<file path="config.mk">
export PLATFORM = sky130hd
export DESIGN_NAME = sprite_compositor_flat
export DESIGN_NICKNAME = d
export VERILOG_FILES = /design/src/rtl/sprite_compositor_pkg.sv /design/src/rtl/sprite_compositor_if.sv /design/src/rtl/sprite_compositor_rom.sv /design/src/rtl/sprite_compositor.sv /design/src/flat_wrapper.sv
export SDC_FILE = /design/constraint.sdc
export NUM_CORES = 1
export LEC_CHECK = 0
export BUFFER_PORTS_ARGS = -buffer_cell sky130_fd_sc_hd__buf_2
export CAP_MARGIN = 20
export CORE_MARGIN = 3
export CORE_UTILIZATION = 50
export DETAILED_ROUTE_END_ITERATION = 7
export GPL_TIMING_DRIVEN = 0
export PLACE_DENSITY = 0.84
export SYNTH_ARGS = -nofsm -noshare
export SYNTH_HDL_FRONTEND = slang
export SYNTH_SLANG_ARGS = --single-unit
</file>
<file path="constraint.sdc">
create_clock -name CLOCK_50 -period 4.3 [get_ports CLOCK_50]
set_input_delay 0.215 -clock CLOCK_50 [delete_from_list [all_inputs] [get_ports CLOCK_50]]
set_output_delay 0.215 -clock CLOCK_50 [all_outputs]
set_load 0.02 [all_outputs]
</file>
<file path="src/rtl/sprite_compositor_pkg.sv">
// Display-wide constants, colours and the player sprite bitmap.
// Shared by the background scanner, the sprite compositor and the VGA top level.
package sprite_compositor_pkg;

  localparam int SCREEN_W = 160;
  localparam int SCREEN_H = 120;
  localparam int COLOR_W  = 3;
  localparam int X_W      = 8;
  localparam int Y_W      = 7;

  localparam int SPR_W     = 16;
  localparam int SPR_H     = 16;
  localparam int SPR_XB    = $clog2(SPR_W);
  localparam int SPR_YB    = $clog2(SPR_H);
  localparam int ROM_AW    = SPR_XB + SPR_YB;
  localparam int ROM_DEPTH = SPR_W * SPR_H;

  typedef logic [COLOR_W-1:0] colour_t;

  localparam colour_t TRANSP    = 3'b101;
  localparam colour_t COL_BLACK = 3'b000;
  localparam colour_t COL_GREEN = 3'b010;
  localparam colour_t COL_RED   = 3'b100;
  localparam colour_t COL_SKIN  = 3'b110;
  localparam colour_t COL_WHITE = 3'b111;

  // One beat travelling from the compare stage to the colour-select stage.
  typedef struct packed {
    logic           valid;
    logic [X_W-1:0] x;
    logic [Y_W-1:0] y;
    logic           hit;
  } beat_t;

  // Mushroom bitmap, leftmost character is column 0.
  // R red, W white, K black, S skin, '.' transparent.
  localparam logic [8*SPR_W-1:0] SPRITE_ART [SPR_H] = '{
    "......RRRR......",
    "....RRWWRRRR....",
    "....RWWWRRRRR...",
    "..RRWWWRRRWWRR..",
    ".RRRRRRRWWWWRRR.",
    ".WWRRRRRRWWWWRR.",
    "WWWWRRRRRRRRRWWW",
    "WWWRRRRRRRRRRRWW",
    "RRRRRRRRRRRRRRRR",
    "..KKSSSSSSSSKK..",
    "...SSSKSSKSSS...",
    "...SSSKSSKSSS...",
    "...SSSSSSSSSS...",
    "....SSSSSSSS....",
    ".....SSSSSS.....",
    "................"
  };

  // Decodes one bitmap character into a colour; address is {row, column}.
  function automatic colour_t art_texel(input logic [ROM_AW-1:0] addr);
    logic [SPR_YB-1:0] row;
    logic [SPR_XB-1:0] col;
    logic [7:0]        ch;
    int                base;
    row  = addr[ROM_AW-1 -: SPR_YB];
    col  = addr[SPR_XB-1:0];
    base = 8 * (SPR_W - 1 - int'(col));
    ch   = SPRITE_ART[row][base +: 8];
    case (ch)
      "R":     art_texel = COL_RED;
      "W":     art_texel = COL_WHITE;
      "K":     art_texel = COL_BLACK;
      "S":     art_texel = COL_SKIN;
      default: art_texel = TRANSP;
    endcase
  endfunction

endpackage

</file>
<file path="src/rtl/sprite_compositor_if.sv">
// Pixel stream from the background scanner, sprite controls from game logic,
// and the plot stream towards the VGA adapter.
interface sprite_compositor_if;
  import sprite_compositor_pkg::*;

  logic           in_valid;
  logic [X_W-1:0] in_x;
  logic [Y_W-1:0] in_y;
  colour_t        in_color;

  logic           frame_start;
  logic [X_W-1:0] sprite_x;
  logic [Y_W-1:0] sprite_y;
  logic           sprite_en;

  logic           out_plot;
  logic [X_W-1:0] out_x;
  logic [Y_W-1:0] out_y;
  colour_t        out_colour;
  logic           frame_done;

  modport master (
    output in_valid, in_x, in_y, in_color,
    output frame_start, sprite_x, sprite_y, sprite_en,
    input  out_plot, out_x, out_y, out_colour, frame_done
  );

  modport slave (
    input  in_valid, in_x, in_y, in_color,
    input  frame_start, sprite_x, sprite_y, sprite_en,
    output out_plot, out_x, out_y, out_colour, frame_done
  );

endinterface

</file>
<file path="src/rtl/sprite_compositor_rom.sv">
// Player sprite ROM, one colour per texel, registered read (one cycle latency)
// so its data lines up with the background RAM colour.
module sprite_rom
  import sprite_compositor_pkg::*;
#(
  parameter int AW = ROM_AW
) (
  input  logic          CLOCK_50,
  input  logic [AW-1:0] addr,
  output colour_t       q
);

  localparam int DEPTH = 1 << AW;

  colour_t mem [DEPTH];
  colour_t q_reg;

  generate
    for (genvar gi = 0; gi < DEPTH; gi++) begin : g_texel
      assign mem[gi] = art_texel(AW'(gi));
    end
  endgenerate

  always_ff @(posedge CLOCK_50) begin
    q_reg <= mem[addr];
  end

  assign q = q_reg;

endmodule

</file>
<file path="src/rtl/sprite_compositor.sv">
// Overlays the 16x16 player sprite on the background pixel stream.
// Two-stage pipeline: position compare + ROM address, then colour select.
module sprite_compositor
  import sprite_compositor_pkg::*;
(
  input logic            CLOCK_50,
  input logic            resetn,
  sprite_compositor_if.slave bus
);

  logic [X_W-1:0] lat_x_reg;
  logic [Y_W-1:0] lat_y_reg;
  logic           lat_en_reg;

  logic [X_W-1:0] eff_x;
  logic [Y_W-1:0] eff_y;
  logic           eff_en;

  logic [X_W:0]   dx;
  logic [Y_W:0]   dy;
  logic           hit;
  logic [ROM_AW-1:0] rom_addr;
  colour_t        spr_q;

  beat_t          s1_reg;
  beat_t          s1_next;

  colour_t        colour_next;
  logic           frame_done_next;

  logic           out_plot_reg;
  logic [X_W-1:0] out_x_reg;
  logic [Y_W-1:0] out_y_reg;
  colour_t        out_colour_reg;
  logic           frame_done_reg;

  always_ff @(posedge CLOCK_50) begin
    if (!resetn) begin
      lat_x_reg  <= '0;
      lat_y_reg  <= '0;
      lat_en_reg <= 1'b0;
    end else if (bus.frame_start) begin
      lat_x_reg  <= bus.sprite_x;
      lat_y_reg  <= bus.sprite_y;
      lat_en_reg <= bus.sprite_en;
    end
  end

  // A pixel arriving together with frame_start already belongs to the new frame.
  always_comb begin
    eff_x  = lat_x_reg;
    eff_y  = lat_y_reg;
    eff_en = lat_en_reg;
    if (bus.frame_start) begin
      eff_x  = bus.sprite_x;
      eff_y  = bus.sprite_y;
      eff_en = bus.sprite_en;
    end
  end

  // Extra top bit catches pixels left of / above the sprite; no screen-size wrap.
  assign dx = {1'b0, bus.in_x} - {1'b0, eff_x};
  assign dy = {1'b0, bus.in_y} - {1'b0, eff_y};

  assign hit = eff_en
             & ~dx[X_W] & ~(|dx[X_W-1:SPR_XB])
             & ~dy[Y_W] & ~(|dy[Y_W-1:SPR_YB]);

  assign rom_addr = {dy[SPR_YB-1:0], dx[SPR_XB-1:0]};

  sprite_rom #(
    .AW (ROM_AW)
  ) u_sprite_rom (
    .CLOCK_50 (CLOCK_50),
    .addr     (rom_addr),
    .q        (spr_q)
  );

  always_comb begin
    s1_next.valid = bus.in_valid;
    s1_next.x     = bus.in_x;
    s1_next.y     = bus.in_y;
    s1_next.hit   = hit;
  end

  always_ff @(posedge CLOCK_50) begin
    if (!resetn) begin
      s1_reg <= '0;
    end else begin
      s1_reg <= s1_next;
    end
  end

  // Background RAM colour and sprite texel both arrive this cycle.
  always_comb begin
    colour_next = bus.in_color;
    if (s1_reg.hit && (spr_q != TRANSP)) begin
      colour_next = spr_q;
    end
    frame_done_next = s1_reg.valid
                    && (s1_reg.x == X_W'(SCREEN_W - 1))
                    && (s1_reg.y == Y_W'(SCREEN_H - 1));
  end

  always_ff @(posedge CLOCK_50) begin
    if (!resetn) begin
      out_plot_reg   <= 1'b0;
      out_x_reg      <= '0;
      out_y_reg      <= '0;
      out_colour_reg <= '0;
      frame_done_reg <= 1'b0;
    end else begin
      out_plot_reg   <= s1_reg.valid;
      frame_done_reg <= frame_done_next;
      if (s1_reg.valid) begin
        out_x_reg      <= s1_reg.x;
        out_y_reg      <= s1_reg.y;
        out_colour_reg <= colour_next;
      end
    end
  end

  assign bus.out_plot   = out_plot_reg;
  assign bus.out_x      = out_x_reg;
  assign bus.out_y      = out_y_reg;
  assign bus.out_colour = out_colour_reg;
  assign bus.frame_done = frame_done_reg;

endmodule
</file>
<file path="src/flat_wrapper.sv">
// flat-port wrapper written by rule: the top's interface ports become plain ports
module sprite_compositor_flat import sprite_compositor_pkg::*;
  (CLOCK_50, resetn, bus_in_valid, bus_in_x, bus_in_y, bus_in_color, bus_frame_start, bus_sprite_x, bus_sprite_y, bus_sprite_en, bus_out_plot, bus_out_x, bus_out_y, bus_out_colour, bus_frame_done);
  sprite_compositor_if bus_i ();
  input logic CLOCK_50;
  input logic resetn;
  input wire logic [$bits(bus_i.in_valid)-1:0] bus_in_valid;
  input wire logic [$bits(bus_i.in_x)-1:0] bus_in_x;
  input wire logic [$bits(bus_i.in_y)-1:0] bus_in_y;
  input wire logic [$bits(bus_i.in_color)-1:0] bus_in_color;
  input wire logic [$bits(bus_i.frame_start)-1:0] bus_frame_start;
  input wire logic [$bits(bus_i.sprite_x)-1:0] bus_sprite_x;
  input wire logic [$bits(bus_i.sprite_y)-1:0] bus_sprite_y;
  input wire logic [$bits(bus_i.sprite_en)-1:0] bus_sprite_en;
  output wire logic [$bits(bus_i.out_plot)-1:0] bus_out_plot;
  output wire logic [$bits(bus_i.out_x)-1:0] bus_out_x;
  output wire logic [$bits(bus_i.out_y)-1:0] bus_out_y;
  output wire logic [$bits(bus_i.out_colour)-1:0] bus_out_colour;
  output wire logic [$bits(bus_i.frame_done)-1:0] bus_frame_done;
  assign bus_i.in_valid = bus_in_valid;
  assign bus_i.in_x = bus_in_x;
  assign bus_i.in_y = bus_in_y;
  assign bus_i.in_color = bus_in_color;
  assign bus_i.frame_start = bus_frame_start;
  assign bus_i.sprite_x = bus_sprite_x;
  assign bus_i.sprite_y = bus_sprite_y;
  assign bus_i.sprite_en = bus_sprite_en;
  assign bus_out_plot = bus_i.out_plot;
  assign bus_out_x = bus_i.out_x;
  assign bus_out_y = bus_i.out_y;
  assign bus_out_colour = bus_i.out_colour;
  assign bus_frame_done = bus_i.frame_done;
  sprite_compositor u_core (.CLOCK_50(CLOCK_50), .resetn(resetn), .bus(bus_i));
endmodule
</file>
Yosys cells after proc, flatten, opt, wreduce, memory -nomap -nowiden --
Memories as Yosys holds them, arrays and structs flattened. A register that Yosys moved wholly into a read port is not among the register bits. Index checks and enable logic that the tools add are counted.
Storage, ports and cells: ROM bits 768, memories kept 1, bits in registers 53, logic and storage cells 36, bits of input ports 38
Memories:
- (no name shown) | depth 256, width 3, read ports 1, clocked after memory_dff 1, write ports 0, line sprite_compositor_rom.sv:25 | q_reg <= mem[addr];
Operators by class: mux-type cells 4, equal/unequal tests 3, reduce and logical (&&, ||, !) cells 5, bitwise logic cells 9, add/subtract/negate cells 2
Operators with widths (number):
- NOT 8 -> 9 bit | 1
- subtractor 8 x 8 -> 9 bit | 1
- equality test 8 bit, second input constant | 1
- two-way mux 8 bit | 1
- subtractor 7 x 7 -> 8 bit | 1
- equality test 7 bit, second input constant | 1
- two-way mux 7 bit | 1
- bitwise AND 1 bit | 4
- NOT 1 bit | 4
- OR reduction 4 bit | 1
- logical AND 1 bit | 3
- two-way mux 3 bit | 1
- != test 3 bit, second input constant | 1
- OR reduction 3 bit | 1
- two-way mux 1 bit | 1

Logic depth before layout (Yosys ltp) --
depth after elaboration 7, mapped depth 16, depth with buffers taken out 12

Hierarchy --
From an unflattened synthesis, not the netlist that was laid out.
Second synthesis, totals: cell total of the unflattened synthesis 345, area, all modules 3219.3 µm²
Modules (own cells, without submodules):
- sprite_compositor | area each 2512.4 µm², cells each 244, instances 1, sequential area each 1061.0 µm²
- sprite_rom | area each 706.9 µm², cells each 101, instances 1, sequential area each 60.1 µm²

Worst setup path after synthesis --
OpenSTA, ideal clock, no wires.
path kind input-to-reg, start input bus_frame_start, end register u_core.u_sprite_rom.q_reg[1], in the netlist u_core.u_sprite_rom.q[1], slack 0.633 ns, stages on the path 15, data required time 4.169 ns, arrival 3.536 ns, cell sequence clkbuf_1 buf_1 mux2i_1 ha_1 and3b_4 or3_4 nand2_8 inv_8 buf_8 ha_1 inv_1 a21oi_1 a311o_1 o32ai_1 a21oi_2
On the way: word-level cells in the longest chain between the ends 3
RTL lines:
- from (decl) | line flat_wrapper.sv:11 | input wire logic [$bits(bus_i.frame_start)-1:0] bus_frame_start;
- two-way mux 8 bit / two-way mux 7 bit (equally long branches) | line sprite_compositor.sv:54 | if (bus.frame_start) begin
- subtractor 8 x 8 -> 9 bit / subtractor 7 x 7 -> 8 bit (equally long branches) | line sprite_compositor.sv:62, sprite_compositor.sv:63
- NOT 8 -> 9 bit (not written as such) (*) | line sprite_compositor_rom.sv:25
- to (decl) | line sprite_compositor_rom.sv:16 | colour_t q_reg;
Mark *: on every way between the ends. The rest lies on a longest branch, timed or not. A chain may end at the register's enable or synchronous reset.

Worst setup path after layout --
start input bus_frame_start, end register u_core.u_sprite_rom.q_reg[0], in the netlist u_core.u_sprite_rom.q[0]
Same word-level chain as after synthesis.

==> flow_metrics.tcl <==
set metrics [dict create \
    status "complete, no violations" \
    antenna_left 0 \
    routed.top_layer "met4" \
    cp.required_ns 4.51 \
    min_path_type "in -> reg" \
    pwr-share-comb_pct 34.5 \
    power_switching_mw 0.4804 \
    place_area_mm2 0.003650 \
    fin_skew_ns 0.005327 \
    hold_viol_final 0 \
    gp_congestion 0.9318 \
    tritoncts "built" \
    setup_slack_ns 0.4692 \
    slew_viol_final 0 \
    fillCellCount 537 \
    drt_iter0_drc 116 \
    seqPwrFrac_pct 40.2 \
    clockPowerShare_pct 25.3 \
    nets 472 \
    wl_per_cell_um 16.12 \
    intPower_mw 0.9317 \
    drive_above_1_share_pct 20.05 \
    grt_pass1_vias 2682 \
    die_h_um 86.94 \
    drc_errors 0 \
    yosys_warnings 0 \
    swShare_pct 34.02 \
    synth_edf_count 0 \
    dr.pass1.iters 5 \
    design.core.area_mm2 0.006131 \
    cp-end-kind "flip-flop" \
    setup_viol 0 \
    synth_nets 409 \
    clk_pin_slew_ns 0.11 \
    dpl.cell_count 476 \
    ys_seq_area_share_pct 34.22 \
    stdcell_area_mm2 0.003762 \
    grt_max_degree 18 \
    fin_tns_setup_ns 0 \
    async_flop_share_pct 0 \
    cp-start-kind "input pin" \
    fmax_mhz 261.0 \
    clk_path_buf_depth 2 \
    grt_pass1_wl_mm 12.64 \
    vias 2749 \
    reg2reg_depth 11 \
    start_util_pct 53.43 \
    synthCells 345 \
    crit-reg2reg-launch "u_core.lat_x_reg[0]$_SDFF_PN0_" \
    power.density_mw_per_mm2 375.3 \
    synth_area_mm2 0.003276 \
    clkLatencyLatePin_ns 0.31 \
    power_mw 1.412 \
    syn_avg_cell_area_um2 9.495 \
    crit_path_start "bus_frame_start" \
    antenna_found_initial 0 \
    largest_register_ffs 17 \
    crit_chain "clkbuf_1, clkbuf_2, mux2i_1, fa_1, ha_1, nand2b_1, a21oi_1, o41a_1, a2111oi_0, nor4_1, a311o_1" \
    drt-total-wl_mm 7.800 \
    ys_types 62 \
    worstSetupPathType "in -> reg" \
    rsz0062_at_grt "false" \
    maxCapViolations 0 \
    grt_util_all_layers_pct 21.21 \
    maxSlewHeadroom_pct 55.45 \
    path_delay_family "compound AO/OA/AOI/OAI gates" \
    setup.worst_path.end "u_core.u_sprite_rom.q[0]$_DFF_P_" \
    wl_met2_mm 3.909 \
    worstPathMaxFanout 10 \
    clock_sinks 56 \
    ioPinCount 58 \
    htree_levels 2 \
    finish.utilization_pct 61.37 \
    max_stage_delay_ns 0.81 \
    cpMaxStageDelayCell "fa_1" \
    ff2ff_setup_slack_ns 0.73 \
    cts_buffers 5 \
    wl_met1_mm 3.355 \
    synth_flop_cell "dfxtp_1" \
    hpwl_mm 6.170 \
    holdWs_ns 0.1139 \
    via_per_inst 5.680 \
    die_area_mm2 0.007559 \
    ys_seq_elements 56 \
    fin_crit_sh_pct 89.09 \
    num_rows 28 \
    antenna_cells 0 \
    critical_path_arrival_ns 4.04 \
    portBuffers 56 \
    worst_slew_pin_slew_ns 0.6682 \
    cts_root_buffer "clkbuf_8" \
    met3_length_um 468 \
    die_w_um 86.94 \
    p_leak_nw 1.624 \
    crit_cells 11 \
    reg2reg_to "u_core.u_sprite_rom.q[0]$_DFF_P_" \
    ir_drop_mv 0.2808 \
    grt_overflow_total 0 \
    area_delta_synth_final_pct 14.86 \
    pre_cts_ws_ns -0.2052 \
    final_cell_count_no_fill 484 \
    finalCriticalPeriod_ns 3.831 \
    worst-path-buf-inv 2 \
]
[worst min-delay path by stage]
stage / start / to / slack [ns] / depth (start not counted)
after floorplan: bus_in_y[0] / u_core.s1_reg[1]$_SDFF_PN0_ / 0.34 / 1
after global placement: bus_in_valid / u_core.s1_reg[16]$_SDFF_PN0_ / 0.43 / 2
after detailed placement: bus_in_valid / u_core.s1_reg[16]$_SDFF_PN0_ / 0.43 / 2
after CTS: bus_in_valid / u_core.s1_reg[16]$_SDFF_PN0_ / 0.11 / 2
after global routing: bus_in_valid / u_core.s1_reg[16]$_SDFF_PN0_ / 0.13 / 2
final: bus_in_valid / u_core.s1_reg[16]$_SDFF_PN0_ / 0.11 / 2
[cells by family after synthesis]
family	synth area share, %
and+or+nand+nor	22.35
buffers and inverters	4.469
DFF	34.22
muxes	11.76
AOI/OAI and AO/OA	14.71
xor gates and xnor gates	2.101
adders and majority gates	10.39
[cells in the final DEF (no fill, tap or decap), types with 4 or more instances in the layout]
| cell | netlist | routed |
|---|---|---|
| buf_2 | 0 | 56 |
| dfxtp_1 | 56 | 56 |
| nor2b_1 | 40 | 40 |
| mux2i_1 | 34 | 34 |
| ha_1 | 24 | 24 |
| a21oi_1 | 19 | 19 |
| and2_1 | 19 | 19 |
| nor2_1 | 18 | 18 |
| inv_1 | 12 | 12 |
| clkbuf_1 | 10 | 11 |
| o21ai_0 | 11 | 11 |
| nand3_1 | 9 | 9 |
| nor3_1 | 8 | 8 |
| nand2_1 | 7 | 7 |
| nand2b_1 | 6 | 6 |
| xnor2_1 | 5 | 5 |
| clkbuf_8 | 0 | 5 |
| o311ai_0 | 4 | 4 |
[cells in the mapped netlist (all sizes together) (2+ instances only)]
cell / number / share of area [%]
nor4: 3 / 0.57
buf: 5 / 1.4
mux2: 2 / 0.69
o21a: 3 / 0.69
nand4b: 2 / 0.53
inv: 14 / 1.8
nand2: 8 / 1.4
or3: 3 / 0.73
nor2: 18 / 2.1
o21ai: 12 / 2.2
xnor2: 5 / 1.3
nand3: 9 / 1.4
mux2i: 34 / 10
a311o: 2 / 0.61
a2111oi: 3 / 1.6
a21boi: 2 / 0.46
and2: 19 / 3.6
a21o: 2 / 0.46
ha: 24 / 9.2
nand2b: 6 / 1.1
o221ai: 3 / 0.80
a21oi: 20 / 3.2
clkbuf: 10 / 1.1
nor2b: 40 / 7.6
dfxtp: 56 / 34
o211ai: 2 / 0.46
xor2: 2 / 0.76
fa: 2 / 1.2
nor3: 8 / 1.2
nand4: 2 / 0.38
o311ai: 4 / 1.1
[area by class of cell]
| cell class | instances | area (um2) | area share [%] |
|---|---|---|---|
| Tap cell | 75 | 93.84 | 2.494 |
| Multi-Input combinational cell | 259 | 2008 | 53.38 |
| Clock buffer | 6 | 72.57 | 1.929 |
| Sequential cell | 56 | 1121 | 29.80 |
| Timing Repair Buffer | 56 | 280.3 | 7.449 |
| Buffer | 15 | 83.83 | 2.228 |
| Clock inverter | 2 | 38.79 | 1.031 |
| Inverter | 15 | 63.81 | 1.696 |
[power groups by stage]
stage / logic, mW / registers (mW) / clock network, mW
2_1_floorplan: 0.358 / 0.583 / 0
3_3_place_gp: 0.471 / 0.578 / 0
3_5_place_dp: 0.479 / 0.580 / 0
4_1_cts: 0.482 / 0.568 / 0.362
5_1_grt: 0.536 / 0.571 / 0.382
6_report: 0.486 / 0.568 / 0.358
[routing by layer]
| layer | global-route usage, % | vias to the layer above |
|---|---|---|
| met2 | 38.51 | 99 |
| li1 | - | 1352 |
| met1 | 25.92 | 1287 |
| met4 | 4.816 | 0 |
| met5 | 0 | - |
| met3 | 3.690 | 11 |
[worst reg2reg max path: stages (launching register included)]
cell and delay (ns):
dfxtp_1 0.32, mux2_2 0.19, ha_1 0.16, inv_1 0.06, fa_1 0.74, ha_1 0.42, nand2b_1 0.15, a21oi_1 0.06
o41a_1 0.37, a2111oi_0 0.48, nor4_1 0.15, a311o_1 0.36
[what timing repair did]
action	in CTS	in global routing
setup endpoints to repair	0	2
hold endpoints to repair	0	0
gates resized for setup	0	1
setup buffers	0	0
hold buffers	0	0
(Power assumes the default switching activity.)
